--- config.mk ---
export PLATFORM = sky130hd
export DESIGN_NAME = dual_port_ram
export DESIGN_NICKNAME = d
export VERILOG_FILES = /design/src/rtl/dual_port_ram.sv
export SDC_FILE = /design/constraint.sdc
export NUM_CORES = 1
export LEC_CHECK = 0
export ABC_AREA = 1
export BUFFER_PORTS_ARGS = -buffer_cell sky130_fd_sc_hd__buf_2
export CORE_MARGIN = 1
export CORE_UTILIZATION = 52
export DETAILED_ROUTE_END_ITERATION = 16
export MAX_ROUTING_LAYER = met4
export PLACE_DENSITY_LB_ADDON = 0.25
export SYNTH_ARGS = -nofsm -noshare
export SYNTH_HDL_FRONTEND = slang
export SYNTH_SLANG_ARGS = --single-unit
--- constraint.sdc ---
create_clock -name clk -period 2.84 [get_ports clk]
set_clock_uncertainty 0.05 [all_clocks]
set_input_delay 0.426 -clock clk [delete_from_list [all_inputs] [get_ports clk]]
set_output_delay 0.426 -clock clk [all_outputs]
set_load 0.01 [all_outputs]
--- src/rtl/dual_port_ram.sv ---
// dual_port_ram: true dual-port synchronous RAM with registered, read-first outputs
//
// Ports:
//   clk             rising-edge clock for all state
//   rst             synchronous active-high reset; clears both outputs and suppresses writes
//   address_a/b     word address of port A/B
//   data_in_a/b     write data of port A/B
//   write_enable_a/b 1 = write, 0 = read (the port reads the old word either way)
//   data_out_a/b    registered read data, one cycle latency
//
// Optional feature: define DPRAM_CLEAR_ON_RESET_EN to also zero every word on a reset edge.
// Leaving it undefined keeps mem free of reset logic so it can map to block RAM.
module dual_port_ram #(
    parameter int DATA_WIDTH = 8,
    parameter int ADDR_WIDTH = 4,
    parameter int DEPTH      = 16
) (
    input  logic                  clk,
    input  logic                  rst,
    input  logic [ADDR_WIDTH-1:0] address_a,
    input  logic [DATA_WIDTH-1:0] data_in_a,
    input  logic                  write_enable_a,
    output logic [DATA_WIDTH-1:0] data_out_a,
    input  logic [ADDR_WIDTH-1:0] address_b,
    input  logic [DATA_WIDTH-1:0] data_in_b,
    input  logic                  write_enable_b,
    output logic [DATA_WIDTH-1:0] data_out_b
);
    logic [DATA_WIDTH-1:0] mem [DEPTH];
    always_ff @(posedge clk) begin
        if (rst) begin
            data_out_a <= '0;
            data_out_b <= '0;
`ifdef DPRAM_CLEAR_ON_RESET_EN
            for (int i = 0; i < DEPTH; i++) mem[i] <= '0;
`endif
        end else begin
            data_out_a <= mem[address_a];
            data_out_b <= mem[address_b];
            // Port A's write is issued last so it wins a same-address collision.
            if (write_enable_b) mem[address_b] <= data_in_b;
            if (write_enable_a) mem[address_a] <= data_in_a;
        end
    end
endmodule

-- Word level (Yosys, flattened, before mapping)
Memories as Yosys holds them, arrays and structs flattened. A register that Yosys moved wholly into a read port is not among the register bits.
Index checks and enable logic that the tools add are counted.
- bits in registers: 0
- bits in latches: 0
- RAM bits: 128
- memory bits (read-only): 0
- input port bits: 28
- output and inout port bits: 16
- word-level logic and storage cells: 7
- memories: 1
- memories (memory ; words ; width ; read ports ; clocked after Yosys merged registers in ; write ports ; line ; source):
    mem ; 16 ; 8 ; 2 ; 2 ; 2 ; 29 ; logic [DATA_WIDTH-1:0] mem [DEPTH];
- $add $sub $neg: 0
- $mul: 0
- divide/modulo/power cells: 0
- $lt $le $gt $ge: 0
- equal/unequal tests: 0
- shifts and indexed selects: 0
- muxes and demuxes: 6
- bitwise operators: 0
- reduce and logical (&&, ||, !) cells: 0
- operator list (operator ; number):
    1-bit two-way mux ; 6

-- Longest topological paths before layout
- depth in word-level cells: 3
- mapped depth: 11
- mapped depth without buffers: 9

-- Worst setup path after synthesis
No wires, ideal clock.
- path type: input -> register
- start: input address_b[1]
- end: memory mem[10][0], enable pin
- library setup time: 0.384 ns
- data arrival time: 1.714 ns
- required time: 2.406 ns
- path slack: 0.692 ns
- stages on the path: 6
- buffers on the path: 2
- path through: buf_2 inv_1 clkbuf_1 nor2_1 nand2_1 o21ai_0
- RTL lines (element ; line ; source):
    from (decl) ; 24 ; input logic [ADDR_WIDTH-1:0] address_b,
    to (decl) ; 29 ;

==> reports/metrics.yaml <==
power_and_ir_drop:
  power.total_mw: 5.30
  leakage_nw: 4.83
  p_per_area_nw_per_um2: 545
  power.ir.vdd_worst_uv: 432
routing:
  drtIter0Drc: 1165
  num_vias: 8350
  drt_wl_total_mm: 27.9
  ant_nets: 0
  dr.pass1.iters: 6
  dr.max_layer_used: "met4"
  avgViaCountPerCell: 5.56
  wl_met1_mm: 10.8
  routedWlPerCell_um: 18.5
  route.met2.wl_mm: 12.9
  route.detailed.drc: 0
  met3_wirelength_mm: 2.92
worst_setup_path:
  cp_slowest_cell: "o21ai_0"
  cpPeakStageDelay_ns: 1.03
  cp-end-kind: "flop"
  worstRegToRegCells: 8
  critical_path_required_ns: 2.83
  worstPathArrival_ns: 2.05
  cp_max_fo: 8
  crit_type: "in2reg"
  path_cells: "buf_2, nor2_1, nand2_1, o21ai_0"
  start_kind: "input pin"
logic_synthesis:
  synth.avg_cell_area_um2: 7.03
  synth_seq_cells: 144
  synthArstFlopShare_pct: 0
  synth_top_area_share_pct: 43.3
  synth_edf_count: 128
  seq_area_frac_synth_pct: 46.9
  syn_nets: 1291
  synth-main-ff-cell: "edfxtp_1"
  synth_warnings: 0
  synth.area.top_cells: "edfxtp_1 43%, nand2_1 33%, o21ai_0 5.4%, dfxtp_1 3.6%, o21ai_1 2.8%"
  syn_inst: 1263
  yosys.area.top_type: "edfxtp_1"
  synth_cell_types: 20
  yosys-top-cells-count: "777 x nand2_1, 128 x edfxtp_1, 96 x o21ai_0"
  syn_area_um2: 8880
  post-synth-top-count-cell: "nand2_1"
floorplan:
  initial_utilization_pct: 53.4
  die_w_um: 133
  die_y_um: 133
  num_rows: 47
  dieArea_um2: 17600
  ios: 44
  core_um2: 16600
cells_and_area:
  final_nets: 1297
  stdcell_count: 1502
  area_growth_pct: 9.51
  num_antenna_cells: 0
  drive_above_1_share_pct: 11.2
  fill_cells: 1557
cts:
  cts_root_buf: "clkbuf_16"
  cts_buffers: 17
  clkLatencyLatePin_ns: 0.44
  cts.sinks: 144
  post-cts-setup-buffers: 0
  cts_tree: "done"
  htreeDepth: 4
  cts.clk_slew.worst_paths_ns: 0.06
  cts_hold_buf: 0
  cts_resized: 0
  clk_path_buf_depth: 2
global_routing:
  grt_overflow_total: 0
  grt_pass1_vias: 7487
  grt_max_degree: 57
  grt_use_total_pct: 33.9
  antenna_found_initial: 0
  grt_pass1_wl_mm: 42.6
sta:
  post-route-period-util_pct: 72.2
  period_needed_ns: 2.05
  rsz0062_at_grt: "false"
  relSlewSlack_pct: 12.0
  setup_viol: 0
  fmax_mhz: 487
  slew_viol_final: 0
  worst_pin_slew_ns: 1.31
  hold_viol_final: 0
  fin_setup_tns_ns: 0
flow_run:
  maxCapViolCount: 0
placement:
  dp_cells: 1470
  io_buffers: 43
  dp_hpwl_mm: 17.9
  gp_congestion: 0.939
worst_hold_path:
  hp-class: "in2reg"
  min_path_cells: 3
run_status:
  status: "completed"
[final cells by class]
| class | count | area (µm²) | area share (%) |
|---|---|---|---|
| multi-input combinational | 1000 | 4130 | 42.5 |
| inverter | 31 | 119 | 1.22 |
| tap | 220 | 275 | 2.83 |
| sequential | 144 | 4160 | 42.8 |
| timing repair buffer | 75 | 455 | 4.68 |
| clock buffer | 24 | 536 | 5.51 |
| clock inverter | 8 | 47.5 | 0.489 |
[cell usage in the layout, fill, tap and decap left out, drive strengths merged]
| cell type | synthesis | layout |
|---|---|---|
| buf | 58 | 75 |
| edfxtp | 128 | 128 |
| nor3 | 4 | 4 |
| o21ai | 160 | 160 |
| inv | 31 | 31 |
| clkinvlp | 0 | 1 |
| nor2 | 41 | 41 |
| dfxtp | 16 | 16 |
| clkbuf | 30 | 24 |
| clkinv | 0 | 7 |
| nand2 | 794 | 794 |
| nand3 | 1 | 1 |
[per-layer routing]
metal  vias to the layer above  global-route usage [%]
li1                       4007                       -
met4                         0                    15.3
met3                       102                    6.63
met5                         -                       -
met1                      3710                    42.7
met2                       531                    53.1
[kinds of logic after synthesis]
kind of cell | Yosys count | share of synthesized area, %
AOI/OAI and AO/OA | 160 | 9.65
buffers and inverters | 119 | 6.62
DFF | 144 | 46.9
and+or+nand+nor | 840 | 36.8
[state kept, by name, indices dropped and copies added (netlist names)]
register / count
data_out_a: 8
mem: 128
data_out_b: 8
[path summary, 6_finish.rpt]
kind,slack [ns],endpoint,startpoint
worst max register to register,1.54,data_out_b[1]$_SDFF_PP0_,mem[7][1]$_DFFE_PP_
worst min-delay path,0.43,data_out_a[4]$_SDFF_PP0_,rst
worst min register to register,0.74,data_out_a[5]$_SDFF_PP0_,mem[9][5]$_DFFE_PP_
worst max-delay path,0.79,mem[10][6]$_DFFE_PP_,rst
[power by group]
part	internal [mW]	leakage, nW	total [mW]	switching (mW)
Sequential	2.37	1.29	2.40	0.0255
Clock	1.31	0.291	2.20	0.887
Combinational	0.196	3.25	0.697	0.501
Total	3.88	4.83	5.30	1.41
[stage by stage]
step                      instance area (µm²)  hold slack, ns  util (%)  setup slack (ns)
final                                    9730           0.431      58.4             0.788
after global routing                     9730           0.446      58.4             0.627
after CTS                                9730           0.417      58.4             0.811
after detailed placement                 9140           0.719      54.9             0.369
after global placement                   9140           0.710      54.9             0.426
after floorplan                          8880           0.567         -             0.692
[critical path, delay by kind of cell]
family | cells | cell delay, ns
buffers and inverters | 1 | 0.14
AND/OR/NAND/NOR | 2 | 0.45
AO/OA/AOI/OAI | 1 | 1.03
No activity file was read; power rests on OpenSTA's default activity.
